File: config.mk
export PLATFORM = sky130hd
export DESIGN_NAME = vector_list_sequencer_flat
export DESIGN_NICKNAME = d
export VERILOG_FILES = /design/src/rtl/vector_pkg.sv /design/src/rtl/vector_list_sequencer_if.sv /design/src/rtl/vector_clamp.sv /design/src/rtl/vector_list_sequencer.sv /design/src/flat_wrapper.sv
export SDC_FILE = /design/constraint.sdc
export NUM_CORES = 1
export LEC_CHECK = 0
export CAP_MARGIN = 5
export CORE_UTILIZATION = 25
export CTS_CLUSTER_SIZE = 10
export DETAILED_ROUTE_END_ITERATION = 8
export GPL_TIMING_DRIVEN = 0
export PLACE_DENSITY = 0.52
export RECOVER_POWER = 100
export SLEW_MARGIN = 30
export SYNTH_ARGS = -nofsm -noshare
export SYNTH_HDL_FRONTEND = slang
export SYNTH_SLANG_ARGS = --single-unit
File: constraint.sdc
create_clock -name clk -period 3.6 [get_ports clk]
set_input_delay 0.72 -clock clk [delete_from_list [all_inputs] [get_ports clk]]
set_output_delay 0.72 -clock clk [all_outputs]
set_load 0.02 [all_outputs]
File: src/rtl/vector_pkg.sv
// rtl/vector_pkg.sv - shared opcode, command and state types for the vector list sequencer
package vector_pkg;

  localparam int VEC_COORD_W = 8;
  localparam int CMD_WIDTH   = 2 + 2 * VEC_COORD_W;

  typedef enum logic [1:0] {
    OP_NOP  = 2'b00,
    OP_POS  = 2'b01,
    OP_DRAW = 2'b10,
    OP_END  = 2'b11
  } opcode_e;

  typedef struct packed {
    opcode_e                op;
    logic [VEC_COORD_W-1:0] x;
    logic [VEC_COORD_W-1:0] y;
  } vector_cmd_t;

  typedef enum logic [4:0] {
    S_IDLE      = 5'b00001,
    S_FETCH     = 5'b00010,
    S_DECODE    = 5'b00100,
    S_WAIT_DONE = 5'b01000,
    S_FRAME_END = 5'b10000
  } seq_state_e;

endpackage

File: src/rtl/vector_list_sequencer_if.sv
// rtl/vector_list_sequencer_if.sv - command memory and line drawer signals of the sequencer
interface vector_list_sequencer_if #(
  parameter int OUT_WIDTH  = 8,
  parameter int ADDR_WIDTH = 8
);
  logic [ADDR_WIDTH-1:0]    cmd_addr;
  logic                     cmd_rd;
  logic [2+2*OUT_WIDTH-1:0] cmd_data;
  logic                     draw_done;
  logic                     pos;
  logic                     draw;
  logic [OUT_WIDTH-1:0]     x_start;
  logic [OUT_WIDTH-1:0]     y_start;
  logic [OUT_WIDTH-1:0]     x_end;
  logic [OUT_WIDTH-1:0]     y_end;

  modport master (
    output cmd_addr, cmd_rd, pos, draw, x_start, y_start, x_end, y_end,
    input  cmd_data, draw_done
  );

  modport slave (
    input  cmd_addr, cmd_rd, pos, draw, x_start, y_start, x_end, y_end,
    output cmd_data, draw_done
  );
endinterface

File: src/rtl/vector_clamp.sv
// rtl/vector_clamp.sv - signed offset add with saturation to the frame range
module vector_clamp #(
  parameter int OUT_WIDTH = 8,
  parameter int FRAME_MIN = 0,
  parameter int FRAME_MAX = 255
) (
  input  logic [OUT_WIDTH-1:0]        coord,
  input  logic signed [OUT_WIDTH:0]   off,
  output logic [OUT_WIDTH-1:0]        result
);
  localparam logic signed [OUT_WIDTH+1:0] LO = (OUT_WIDTH+2)'(FRAME_MIN);
  localparam logic signed [OUT_WIDTH+1:0] HI = (OUT_WIDTH+2)'(FRAME_MAX);

  logic signed [OUT_WIDTH+1:0] sum;

  assign sum = $signed({2'b00, coord}) + $signed({off[OUT_WIDTH], off});

  always_comb begin
    if (sum < LO)      result = LO[OUT_WIDTH-1:0];
    else if (sum > HI) result = HI[OUT_WIDTH-1:0];
    else               result = sum[OUT_WIDTH-1:0];
  end
endmodule

File: src/rtl/vector_list_sequencer.sv
// rtl/vector_list_sequencer.sv - walks the per-frame vector list and issues pos/draw requests
// VECTOR_OFFSET_EN adds signed x_off/y_off inputs applied to endpoints with frame clamping.
module vector_list_sequencer
  import vector_pkg::*;
#(
  parameter int OUT_WIDTH  = 8,
  parameter int ADDR_WIDTH = 8,
  parameter int FRAME_MIN  = 0,
  parameter int FRAME_MAX  = 255,
  parameter int MAX_WAIT   = 4095
) (
  input  logic                      clk,
  input  logic                      rst,
  input  logic                      enabled,
  input  logic                      frame_start,
`ifdef VECTOR_OFFSET_EN
  input  logic signed [OUT_WIDTH:0] x_off,
  input  logic signed [OUT_WIDTH:0] y_off,
`endif
  vector_list_sequencer_if.master   bus,
  output logic                      frame_busy,
  output logic                      frame_done,
  output logic                      timeout_err
);
  localparam int WAIT_W = $clog2(MAX_WAIT + 1);
  localparam logic [OUT_WIDTH-1:0]  COORD_MIN = OUT_WIDTH'(FRAME_MIN);
  localparam logic [ADDR_WIDTH-1:0] LAST_ADDR = '1;

  seq_state_e state, state_n;
  logic [ADDR_WIDTH-1:0] addr_q, addr_n;
  logic rd_q, rd_n, pos_q, pos_n, draw_q, draw_n;
  logic busy_q, busy_n, done_q, done_n, terr_q, terr_n;
  logic [OUT_WIDTH-1:0] xs_q, xs_n, ys_q, ys_n, xe_q, xe_n, ye_q, ye_n;
  logic [OUT_WIDTH-1:0] cx_q, cx_n, cy_q, cy_n;
  logic [WAIT_W-1:0] wcnt_q, wcnt_n;

  opcode_e op;
  logic [OUT_WIDTH-1:0] cmd_x, cmd_y, ep_x, ep_y;

  assign op    = opcode_e'(bus.cmd_data[2*OUT_WIDTH +: 2]);
  assign cmd_x = bus.cmd_data[OUT_WIDTH +: OUT_WIDTH];
  assign cmd_y = bus.cmd_data[0 +: OUT_WIDTH];

`ifdef VECTOR_OFFSET_EN
  vector_clamp #(.OUT_WIDTH(OUT_WIDTH), .FRAME_MIN(FRAME_MIN), .FRAME_MAX(FRAME_MAX)) u_clamp_x (
    .coord(cmd_x), .off(x_off), .result(ep_x)
  );
  vector_clamp #(.OUT_WIDTH(OUT_WIDTH), .FRAME_MIN(FRAME_MIN), .FRAME_MAX(FRAME_MAX)) u_clamp_y (
    .coord(cmd_y), .off(y_off), .result(ep_y)
  );
`else
  // Without offsets nothing can leave the frame, so the upper bound is never consulted.
  logic [OUT_WIDTH-1:0] unused_frame_max;
  assign unused_frame_max = OUT_WIDTH'(FRAME_MAX);
  assign ep_x = cmd_x;
  assign ep_y = cmd_y;
`endif

  always_comb begin
    state_n = state;
    addr_n  = addr_q;
    rd_n    = 1'b0;
    pos_n   = 1'b0;
    draw_n  = 1'b0;
    busy_n  = busy_q;
    done_n  = 1'b0;
    terr_n  = terr_q;
    xs_n    = xs_q;
    ys_n    = ys_q;
    xe_n    = xe_q;
    ye_n    = ye_q;
    cx_n    = cx_q;
    cy_n    = cy_q;
    wcnt_n  = '0;
    case (state)
      S_IDLE: begin
        if (frame_start && enabled) begin
          state_n = S_FETCH;
          addr_n  = '0;
          busy_n  = 1'b1;
          terr_n  = 1'b0;
        end
      end
      S_FETCH: begin
        if (rd_q) state_n = S_DECODE;
      end
      S_DECODE: begin
        case (op)
          OP_NOP: begin
            if (addr_q == LAST_ADDR) state_n = S_FRAME_END;
            else begin
              addr_n  = addr_q + 1'b1;
              state_n = S_FETCH;
            end
          end
          OP_POS, OP_DRAW: begin
            xs_n    = cx_q;
            ys_n    = cy_q;
            xe_n    = ep_x;
            ye_n    = ep_y;
            cx_n    = ep_x;
            cy_n    = ep_y;
            pos_n   = (op == OP_POS);
            draw_n  = (op == OP_DRAW);
            state_n = S_WAIT_DONE;
          end
          default: state_n = S_FRAME_END;
        endcase
      end
      S_WAIT_DONE: begin
        // A completion arriving on the expiry cycle is honoured rather than flagged.
        if (bus.draw_done) begin
          if (addr_q == LAST_ADDR) state_n = S_FRAME_END;
          else begin
            addr_n  = addr_q + 1'b1;
            state_n = S_FETCH;
          end
        end else if (wcnt_q == WAIT_W'(MAX_WAIT - 1)) begin
          terr_n  = 1'b1;
          state_n = S_FRAME_END;
        end else begin
          wcnt_n = wcnt_q + 1'b1;
        end
      end
      S_FRAME_END: state_n = S_IDLE;
      default:     state_n = S_IDLE;
    endcase
    // Read is issued in the first enabled FETCH cycle so data lands for DECODE.
    rd_n = (state_n == S_FETCH) && enabled;
    if (state_n == S_FRAME_END) begin
      done_n = 1'b1;
      busy_n = 1'b0;
    end
  end

  always_ff @(posedge clk or posedge rst) begin
    if (rst) begin
      state  <= S_IDLE;
      addr_q <= '0;
      rd_q   <= 1'b0;
      pos_q  <= 1'b0;
      draw_q <= 1'b0;
      busy_q <= 1'b0;
      done_q <= 1'b0;
      terr_q <= 1'b0;
      xs_q   <= COORD_MIN;
      ys_q   <= COORD_MIN;
      xe_q   <= COORD_MIN;
      ye_q   <= COORD_MIN;
      cx_q   <= COORD_MIN;
      cy_q   <= COORD_MIN;
      wcnt_q <= '0;
    end else begin
      state  <= state_n;
      addr_q <= addr_n;
      rd_q   <= rd_n;
      pos_q  <= pos_n;
      draw_q <= draw_n;
      busy_q <= busy_n;
      done_q <= done_n;
      terr_q <= terr_n;
      xs_q   <= xs_n;
      ys_q   <= ys_n;
      xe_q   <= xe_n;
      ye_q   <= ye_n;
      cx_q   <= cx_n;
      cy_q   <= cy_n;
      wcnt_q <= wcnt_n;
    end
  end

  assign bus.cmd_addr = addr_q;
  assign bus.cmd_rd   = rd_q;
  assign bus.pos      = pos_q;
  assign bus.draw     = draw_q;
  assign bus.x_start  = xs_q;
  assign bus.y_start  = ys_q;
  assign bus.x_end    = xe_q;
  assign bus.y_end    = ye_q;
  assign frame_busy   = busy_q;
  assign frame_done   = done_q;
  assign timeout_err  = terr_q;
endmodule

File: src/flat_wrapper.sv
// flat-port wrapper written by rule: the top's interface ports become plain ports
module vector_list_sequencer_flat import vector_pkg::*;
#(
  parameter int OUT_WIDTH  = 8,
  parameter int ADDR_WIDTH = 8,
  parameter int FRAME_MIN  = 0,
  parameter int FRAME_MAX  = 255,
  parameter int MAX_WAIT   = 4095
)
  (clk, rst, enabled, frame_start, frame_busy, frame_done, timeout_err, bus_cmd_addr, bus_cmd_rd, bus_pos, bus_draw, bus_x_start, bus_y_start, bus_x_end, bus_y_end, bus_cmd_data, bus_draw_done);
  vector_list_sequencer_if #(.OUT_WIDTH(OUT_WIDTH), .ADDR_WIDTH(ADDR_WIDTH)) bus_i ();
  input  logic clk;
  input  logic rst;
  input  logic enabled;
  input  logic frame_start;
  output logic frame_busy;
  output logic frame_done;
  output logic timeout_err;
  output wire logic [$bits(bus_i.cmd_addr)-1:0] bus_cmd_addr;
  output wire logic [$bits(bus_i.cmd_rd)-1:0] bus_cmd_rd;
  output wire logic [$bits(bus_i.pos)-1:0] bus_pos;
  output wire logic [$bits(bus_i.draw)-1:0] bus_draw;
  output wire logic [$bits(bus_i.x_start)-1:0] bus_x_start;
  output wire logic [$bits(bus_i.y_start)-1:0] bus_y_start;
  output wire logic [$bits(bus_i.x_end)-1:0] bus_x_end;
  output wire logic [$bits(bus_i.y_end)-1:0] bus_y_end;
  input wire logic [$bits(bus_i.cmd_data)-1:0] bus_cmd_data;
  input wire logic [$bits(bus_i.draw_done)-1:0] bus_draw_done;
  assign bus_cmd_addr = bus_i.cmd_addr;
  assign bus_cmd_rd = bus_i.cmd_rd;
  assign bus_pos = bus_i.pos;
  assign bus_draw = bus_i.draw;
  assign bus_x_start = bus_i.x_start;
  assign bus_y_start = bus_i.y_start;
  assign bus_x_end = bus_i.x_end;
  assign bus_y_end = bus_i.y_end;
  assign bus_i.cmd_data = bus_cmd_data;
  assign bus_i.draw_done = bus_draw_done;
  vector_list_sequencer #(.OUT_WIDTH(OUT_WIDTH), .ADDR_WIDTH(ADDR_WIDTH), .FRAME_MIN(FRAME_MIN), .FRAME_MAX(FRAME_MAX), .MAX_WAIT(MAX_WAIT)) u_core (.clk(clk), .rst(rst), .enabled(enabled), .frame_start(frame_start), .bus(bus_i), .frame_busy(frame_busy), .frame_done(frame_done), .timeout_err(timeout_err));
endmodule
==> impl_metrics.env, run 1 <==
export IMPL_rsz0062_at_grt="no"
export IMPL_synth_edf_count=0
export IMPL_yosys_warnings=0
export IMPL_use_met1=0.144
export IMPL_max_freq_mhz=365
export IMPL_post_cts_buffers=0
export IMPL_wl_um=6370
export IMPL_period_share=0.762
export IMPL_clock_path_buffers=2
export IMPL_drive_above_1_share=0.174
export IMPL_skew_ns=0.00755
export IMPL_path_clk_slew_ns=0.06
export IMPL_endpoint_kind="flip-flop"
export IMPL_synth_cell_area_um2=2860
export IMPL_drc_errors=0
export IMPL_crit_arrival_ns=2.95
export IMPL_first_pass_iters=4
export IMPL_drt_vias_per_instance=4.47
export IMPL_hold_violations=0
export IMPL_antenna_left=0
export IMPL_std_cell_rows=38
export IMPL_worstSetupPathType="in2reg"
export IMPL_top_usage_layer="met2"
export IMPL_htreeDepth=3
export IMPL_total_leakage_power_nw=1.93
export IMPL_maxCapViolations=0
export IMPL_cts_repair_resized=0
export IMPL_die_h_um=109
export IMPL_hold_class="reg2reg"
export IMPL_io_pins=69
export IMPL_gp_congestion=0.735
export IMPL_max_stage_delay_ns=0.60
export IMPL_drtIter0Drc=48
export IMPL_ys_async_sr_fraction=1.00
export IMPL_vias=2087
export IMPL_avgRoutedWirePerCell_um=13.6
export IMPL_numCtsBuffers=9
export IMPL_grt_util_met2=0.192
export IMPL_power_density_nw_per_um2=453
export IMPL_relSlewSlack=0.302
export IMPL_grt_pass1_wl_um=10500
export IMPL_critical_path_top_delay_family="buffers and inverters"
export IMPL_fin_setup_tns_ns=0
export IMPL_die_area_um2=11900
export IMPL_path_cells="dlygate4sd3_1 -> inv_1 -> ha_1 -> nand3_1 -> clkbuf_1 -> mux2_2"
export IMPL_cts_root_buf="clkbuf_16"
export IMPL_path_buf_inv=3
export IMPL_fill_cells=1091
export IMPL_min_period_ns=2.74
export IMPL_required_ns=3.81
export IMPL_worstMarginPinSlew_ns=1.05
export IMPL_syn_area_per_cell_um2=11.8
export IMPL_start_util=0.260
export IMPL_cpMaxStageDelayCell="dlygate4sd3_1"
export IMPL_cts_sinks=63
export IMPL_coreArea_um2=11000
export IMPL_clkLatencyLatePin_ns=0.33
export IMPL_hold_buffers=0
export IMPL_grt_pass1_vias=2159
export IMPL_dpl_hpwl_um=4480
export IMPL_antenna_found_initial=0
export IMPL_cp_max_fo=10
export IMPL_ys_seq_elements=63
export IMPL_ir_worst_vdd_mv=0.180
export IMPL_final_max_slew_viol_count=0
export IMPL_diodes=0
export IMPL_grt_overflow=0
export IMPL_yosys_most_used_dff="dfrtp_1"
export IMPL_nNetsFinal=352
export IMPL_cts_tree="built"
export IMPL_startpoint_type="input port"
export IMPL_grt_util_met3=0.0323
export IMPL_finalPower_mw=1.84
export IMPL_setup_viol=0
export IMPL_yosysSeqAreaShare=0.553
export IMPL_port_buffer_count=68
export IMPL_die_x_um=109
export IMPL_grt_max_degree=42
export IMPL_syn_to_final_growth_pct=42.2
export IMPL_run_status="finished, final reports clean"
export IMPL_syn_inst=242
export IMPL_grt_util_all_layers=0.117
export IMPL_ys_types=41
export IMPL_syn_nets=272
## synth_stat cells, types with 2 or more instances
| cell | instances | area share |
|---|---|---|
| dfrtp_1 | 62 | 0.54 |
| mux2_2 | 32 | 0.13 |
| nor2_1 | 24 | 0.032 |
| nand2_1 | 11 | 0.014 |
| nand3_1 | 10 | 0.018 |
| inv_1 | 9 | 0.012 |
| a21oi_1 | 8 | 0.014 |
| xor2_1 | 8 | 0.025 |
| ha_1 | 7 | 0.031 |
| clkbuf_1 | 6 | 0.0079 |
| o21ai_0 | 5 | 0.0088 |
| o31ai_1 | 5 | 0.013 |
| or3_1 | 5 | 0.011 |
| or4_1 | 5 | 0.013 |
| nand4_1 | 4 | 0.0088 |
| xnor2_1 | 4 | 0.012 |
| and3_1 | 3 | 0.0066 |
| nand2b_1 | 3 | 0.0066 |
| nor3_1 | 3 | 0.0053 |
| nor3b_1 | 3 | 0.0079 |
| o21ai_1 | 3 | 0.0053 |
| buf_2 | 2 | 0.0035 |
| nand3b_1 | 2 | 0.0053 |
## layer usage
layer  vias up  wire [um]
met4         0         90
met5         -          0
li1       1018          -
met1      1017       2900
met2        40       3130
met3        12        254
## stage by stage
stage	hold WS [ns]	utilization	worst slack [ns]	instances	instance area, um2
global placement	0.488	0.338	0.105	450	3710
floorplan	0.475	-	1.31	242	2860
finish	0.500	0.370	0.857	467	4060
CTS	0.510	0.372	0.903	467	4090
global route	0.515	0.370	0.706	467	4060
detailed placement	0.495	0.340	0.553	451	3730
## worst paths after layout
kind | from | endpoint | slack (ns) | cells after the start
hold / removal | u_core.bus.x_start[5] | u_core.bus.x_start[5] | 0.50 | 1
min in group asynchronous | rst | u_core.bus.y_start[1] | 1.02 | 2
setup / recovery | bus_cmd_data[16] | u_core.bus.x_start[7] | 0.86 | 6
max in group asynchronous | rst | u_core.frame_busy | 1.08 | 3
hold reg to reg | u_core.bus.x_start[5] | u_core.bus.x_start[5] | 0.50 | 1
setup reg to reg | u_core.state[1] | u_core.bus.cmd_addr[3] | 1.17 | 8
## placed cells by master (no fill, tap or decap), drive strengths merged, types with 2 or more instances in the layout
| master | count |
|---|---|
| dfrtp | 62 |
| nand2 | 11 |
| a21oi | 8 |
| xor2 | 8 |
| nor3b | 3 |
| and3 | 3 |
| or4 | 5 |
| nor2 | 24 |
| inv | 11 |
| dlygate4sd3 | 49 |
| o21ai | 8 |
| nor3 | 3 |
| nand3b | 2 |
| clkbuf | 17 |
| xnor2 | 4 |
| bufinv | 3 |
| ha | 7 |
| nand2b | 3 |
| nand4 | 4 |
| o31ai | 5 |
| mux2 | 32 |
| clkdlybuf4s50 | 19 |
| or3 | 5 |
| buf | 3 |
| nand3 | 10 |
## registers in the layout (all words and copies together) (netlist names), 5 cells and up
register / cells
u_core.state: 5
u_core.bus.x_end: 8
u_core.bus.cmd_addr: 8
u_core.bus.y_end: 8
u_core.wcnt_q: 12
u_core.bus.x_start: 8
u_core.bus.y_start: 8
## where the power goes
part	leakage [nW]	switching (mW)	internal, mW	total [mW]
sequential	0.871	0.00251	0.714	0.717
combinational	0.886	0.0511	0.0424	0.0935
clock	0.173	0.340	0.687	1.03
## cell type report
type | instances | area (um2) | area share
plain buffers | 10 | 47.5 | 0.0117
clock buffers | 9 | 225 | 0.0555
clock inverters | 7 | 128 | 0.0314
inverters | 9 | 35.0 | 0.00863
multi-input cells | 160 | 1190 | 0.292
flip-flops and latches | 63 | 1580 | 0.389
well taps | 140 | 175 | 0.0431
repair buffers | 69 | 686 | 0.169
## cell families after synthesis
family          Yosys count  share of synthesized area
compound gates           30                     0.0784
flops                    63                      0.553
xor+xnor                 12                     0.0368
buf+inv                  19                     0.0298
mux                      32                      0.126
simple gates             79                      0.145
fa+ha+maj                 7                     0.0307
Note: power is estimated with default switching activity, not from simulation.
==> run 2, diff against run 1 <==
--- a/config.mk
+++ b/config.mk
@@ -10,7 +10,7 @@
 export CTS_CLUSTER_SIZE = 10
 export DETAILED_ROUTE_END_ITERATION = 8
 export GPL_TIMING_DRIVEN = 0
-export PLACE_DENSITY = 0.52
+export PLACE_DENSITY = 0.54
 export RECOVER_POWER = 100
 export SLEW_MARGIN = 30
 export SYNTH_ARGS = -nofsm -noshare
==> constraint.sdc (replaced) <==
create_clock -name clk -period 2.2 [get_ports clk]
set_input_delay 0.44 -clock clk [delete_from_list [all_inputs] [get_ports clk]]
set_output_delay 0.44 -clock clk [all_outputs]
set_load 0.02 [all_outputs]
==> impl_metrics.env, run 2 (same netlist as run 1, synthesis figures left out) <==
export IMPL_cts_sinks=63
export IMPL_avgRoutedWirePerCell_um=14.0
export IMPL_drt_vias_per_instance=4.51
export IMPL_highest_signal_layer="met4"
export IMPL_final_common_cell="clkdlybuf4s50_1"
export IMPL_vias=2112
export IMPL_run_status="finished, final reports clean"
export IMPL_required_ns=2.45
export IMPL_fin_setup_tns_ns=0
export IMPL_gp_congestion=0.741
export IMPL_drc_errors=0
export IMPL_grt_util_all_layers=0.119
export IMPL_die_h_um=109
export IMPL_die_area_um2=11900
export IMPL_relSlewSlack=0.258
export IMPL_place_area_um2=3730
export IMPL_drtIter0Drc=145
export IMPL_drive_above_1_share=0.235
export IMPL_wl_um=6570
export IMPL_antenna_left=0
export IMPL_io_pins=69
export IMPL_startpoint_type="flip-flop"
export IMPL_worstSetupPathType="reg2reg"
export IMPL_start_util=0.260
export IMPL_htreeDepth=3
export IMPL_period_share=0.981
export IMPL_cts_tree="built"
export IMPL_total_leakage_power_nw=1.81
export IMPL_first_pass_iters=4
export IMPL_min_period_ns=2.16
export IMPL_hold_violations=0
export IMPL_nNetsFinal=353
export IMPL_finalInstanceArea_um2=4190
export IMPL_cts_root_buf="clkbuf_16"
export IMPL_final_max_slew_viol_count=0
export IMPL_grt_pass1_wl_um=10600
export IMPL_cp_max_fo=9
export IMPL_grt_overflow=0
export IMPL_std_cell_rows=38
export IMPL_route_met2_wl_um=3220
export IMPL_skew_ns=0.00944
export IMPL_met3_length_um=290
export IMPL_dpl_hpwl_um=4550
export IMPL_worstMarginPinSlew_ns=1.11
export IMPL_power_density_nw_per_um2=721
export IMPL_numCtsBuffers=9
export IMPL_largest_register="u_core.wcnt_q"
export IMPL_fill_cells=1101
export IMPL_largest_reg_flops=12
export IMPL_clock_path_buffers=2
export IMPL_crit_arrival_ns=2.41
export IMPL_grt_pass1_vias=2123
export IMPL_diodes=0
export IMPL_coreArea_um2=11000
export IMPL_clkLatencyLatePin_ns=0.33
export IMPL_maxCapViolations=0
export IMPL_hold_class="reg2reg"
export IMPL_final_cell_mix="65 x clkdlybuf4s50_1, 60 x dfrtp_1, 32 x mux2_2, 24 x nor2_1, 11 x nand2_1"
export IMPL_finalPower_mw=3.02
export IMPL_endpoint_kind="flip-flop"
export IMPL_antenna_found_initial=0
export IMPL_syn_to_final_growth_pct=46.7
export IMPL_port_buffer_count=68
export IMPL_grt_max_degree=41
export IMPL_ir_worst_vdd_mv=0.449
export IMPL_wl_met1_um=2970
export IMPL_setup_viol=0
export IMPL_die_x_um=109
export IMPL_max_freq_mhz=464
export IMPL_path_clk_slew_ns=0.06
[run 2: critical path: stages, from the launching register on]
cell and delay [ns]:
dfstp_2 0.37, buf_6 0.13, or3_1 0.37, buf_4 0.17
o22ai_4 0.17, o2111ai_4 0.18, or4_4 0.56, a21oi_2 0.13
[run 2: cell type report]
type                    instances  area (um2)  share of cell area
flip-flops and latches         63        1580               0.377
multi-input cells             160        1260               0.302
repair buffers                 73         732               0.175
clock buffers                   9         225              0.0538
well taps                     140         175              0.0418
clock inverters                 7         128              0.0305
plain buffers                   7        48.8              0.0116
inverters                       9        35.0             0.00836
[run 2: per-stage QoR]
stage          hold slack, ns  cells  setup WS [ns]   util
2_1_floorplan           0.475    242         0.0668      -
3_3_place_gp            0.489    450          -1.00  0.338
3_5_place_dp            0.497    451         -0.575  0.340
4_1_cts                 0.438    467       -0.00156  0.374
5_1_grt                 0.525    468        -0.0274  0.381
6_report                0.506    468         0.0426  0.381
[run 2: what timing repair did]
item	in CTS	in global routing
resized for setup	8	15
endpoints found under the hold margin	0	0
setup endpoints to repair	33	37
hold buffers	0	0
setup buffers	0	4
pin swaps	1	7
[run 2: worst paths after layout]
kind	from	to	slack [ns]	cells after the start
worst max-delay path	u_core.state[0]	u_core.bus.cmd_addr[5]	0.04	7
worst min-delay path	u_core.bus.x_start[0]	u_core.bus.x_start[0]	0.51	1
worst max register to register	u_core.state[0]	u_core.bus.cmd_addr[5]	0.04	7
worst min register to register	u_core.bus.x_start[0]	u_core.bus.x_start[0]	0.51	1
max in group asynchronous	rst	u_core.state[0]	0.66	3
min in group asynchronous	rst	u_core.bus.y_end[1]	0.78	2
[run 2: where the power goes]
group | switching (mW) | internal, mW | total (mW)
combinational | 0.0841 | 0.0799 | 0.164
clock | 0.554 | 1.12 | 1.68
sequential | 0.00965 | 1.17 | 1.18
total | 0.648 | 2.37 | 3.02
[run 2: routing by layer]
metal	GRT usage	up-vias
met4	0.0483	0
met1	0.154	1049
met3	0.0389	5
met2	0.181	41
li1	-	1017
met5	0	-
==> run 3, diff against run 2 <==
--- a/config.mk
+++ b/config.mk
@@ -9,8 +9,8 @@
 export CORE_UTILIZATION = 25
 export CTS_CLUSTER_SIZE = 10
 export DETAILED_ROUTE_END_ITERATION = 8
+export GPL_ROUTABILITY_DRIVEN = 0
 export GPL_TIMING_DRIVEN = 0
-export PLACE_DENSITY = 0.54
 export RECOVER_POWER = 100
 export SLEW_MARGIN = 30
 export SYNTH_ARGS = -nofsm -noshare
==> impl_metrics.env, run 3 (same netlist as run 1, synthesis figures left out) <==
export IMPL_grt_overflow=0
export IMPL_cts_sinks=63
export IMPL_skew_ns=0.00881
export IMPL_setup_viol=0
export IMPL_min_period_ns=2.14
export IMPL_relSlewSlack=0.259
export IMPL_std_cell_rows=38
export IMPL_port_buffer_count=68
export IMPL_rsz0062_at_grt="yes"
export IMPL_die_x_um=109
export IMPL_clock_path_buffers=2
export IMPL_clkLatencyLatePin_ns=0.33
export IMPL_cp_max_fo=5
export IMPL_drc_errors=0
export IMPL_final_util=0.378
export IMPL_fin_setup_tns_ns=0
export IMPL_grt_pass1_vias=2088
export IMPL_cts_tree="built"
export IMPL_die_area_um2=11900
export IMPL_htreeDepth=3
export IMPL_hold_violations=0
export IMPL_final_common_cell="dfrtp_1"
export IMPL_final_max_slew_viol_count=0
export IMPL_largest_reg_flops=12
export IMPL_period_share=0.973
export IMPL_ir_worst_vdd_mv=0.284
export IMPL_worstMarginPinSlew_ns=1.11
export IMPL_io_pins=69
export IMPL_largest_register="u_core.wcnt_q"
export IMPL_drtIter0Drc=52
export IMPL_die_h_um=109
export IMPL_cts_root_buf="clkbuf_16"
export IMPL_drt_vias_per_instance=4.49
export IMPL_diodes=0
export IMPL_required_ns=2.41
export IMPL_max_stage_delay_ns=0.53
export IMPL_path_clk_slew_ns=0.06
export IMPL_avgRoutedWirePerCell_um=13.5
export IMPL_grt_util_all_layers=0.116
export IMPL_total_leakage_power_nw=1.95
export IMPL_path_depth=6
export IMPL_first_pass_iters=4
export IMPL_dpl_hpwl_um=4400
export IMPL_startpoint_type="flip-flop"
export IMPL_maxCapViolations=0
export IMPL_wl_um=6320
export IMPL_nNetsFinal=353
export IMPL_vias=2101
export IMPL_path_cells="ha_2 -> nand3_2 -> o21a_1 -> or4_4 -> a2111oi_4 -> nor2_1"
export IMPL_start_util=0.260
export IMPL_fill_cells=1069
export IMPL_grt_pass1_wl_um=10400
export IMPL_critical_path_top_delay_family="simple AND/OR/NAND/NOR gates"
export IMPL_numCtsBuffers=9
export IMPL_max_freq_mhz=467
export IMPL_coreArea_um2=11000
export IMPL_power_density_nw_per_um2=713
export IMPL_drive_above_1_share=0.223
export IMPL_crit_arrival_ns=2.35
export IMPL_cpMaxStageDelayCell="or4_4"
export IMPL_antenna_left=0
export IMPL_antenna_found_initial=0
export IMPL_worstSetupPathType="reg2reg"
export IMPL_run_status="finished, final reports clean"
export IMPL_path_buf_inv=0
export IMPL_hold_class="reg2reg"
export IMPL_syn_to_final_growth_pct=45.3
export IMPL_whs_path_depth=2
export IMPL_worstRegToRegCells=6
export IMPL_endpoint_kind="flip-flop"
export IMPL_grt_max_degree=35
export IMPL_final_cell_mix="61 x dfrtp_1, 43 x dlygate4sd3_1, 32 x mux2_2, 24 x nor2_1, 23 x clkdlybuf4s50_1"
==> run 3: cell types whose count changed in the layout (fill, tap and decap cells not counted), moves of 2 or more <==
| cell | change |
|---|---|
| inv_6 | -2 |
| dlygate4sd3_1 | +42 |
| clkdlybuf4s50_1 | -42 |
| clkinv_2 | +2 |
==> run 3: power breakdown <==
part	total, mW	switching, mW	internal [mW]
Clock	1.62	0.492	1.13
Combinational	0.154	0.0803	0.0739
Sequential	1.18	0.00917	1.17
==> run 3: what timing repair did <==
item | 4_1_cts | 5_1_grt
endpoints found under the setup margin | 33 | 49
setup buffers | 0 | 4
gates resized for setup | 5 | 15
pin swaps | 2 | 2
hold buffers | 0 | 0
==> run 3: routing by layer <==
| metal | GRT usage | wire length [um] |
|---|---|---|
| met1 | 0.142 | 2830 |
| met2 | 0.185 | 3100 |
| met3 | 0.0436 | 311 |
| met4 | 0.0405 | 78 |
| met5 | 0 | 0 |
==> run 3: worst min-delay path, stage by stage (launching register included) <==
cell and delay, ns:
dfrtp_1 0.34, nor2_1 0.05, nor2_1 0.07
==> run 3: layout make-up <==
class | instances | area, um2 | share of cell area
inverter | 9 | 33.8 | 0.00814
multi-input combinational | 160 | 1240 | 0.300
buffer | 7 | 46.3 | 0.0112
sequential | 63 | 1580 | 0.381
clock buffer | 10 | 239 | 0.0576
timing repair buffer | 73 | 723 | 0.174
tap | 140 | 175 | 0.0422
clock inverter | 6 | 108 | 0.0259
==> run 3: final timing paths <==
path | from | to | slack, ns
max | u_core.bus.cmd_addr[0] | u_core.frame_busy | 0.06
min reg2reg | u_core.frame_busy | u_core.frame_busy | 0.49
min | u_core.frame_busy | u_core.frame_busy | 0.49
max in group asynchronous | rst | u_core.state[0] | 0.29
min in group asynchronous | rst | u_core.bus.x_end[0] | 0.85
max reg2reg | u_core.bus.cmd_addr[0] | u_core.frame_busy | 0.06
==> run 3: through the flow <==
step                      power (mW)  cells  cell area (um2)  setup slack (ns)  hold WS [ns]
after CTS                       3.00    467             4090           -0.0157         0.467
after detailed placement        1.36    451             3730            -0.540         0.491
after global placement          1.35    450             3710            -0.952         0.483
final                           2.96    468             4150            0.0596         0.494
after global routing            3.07    468             4150           -0.0729         0.513
after floorplan                 1.28    242             2860            0.0668         0.475
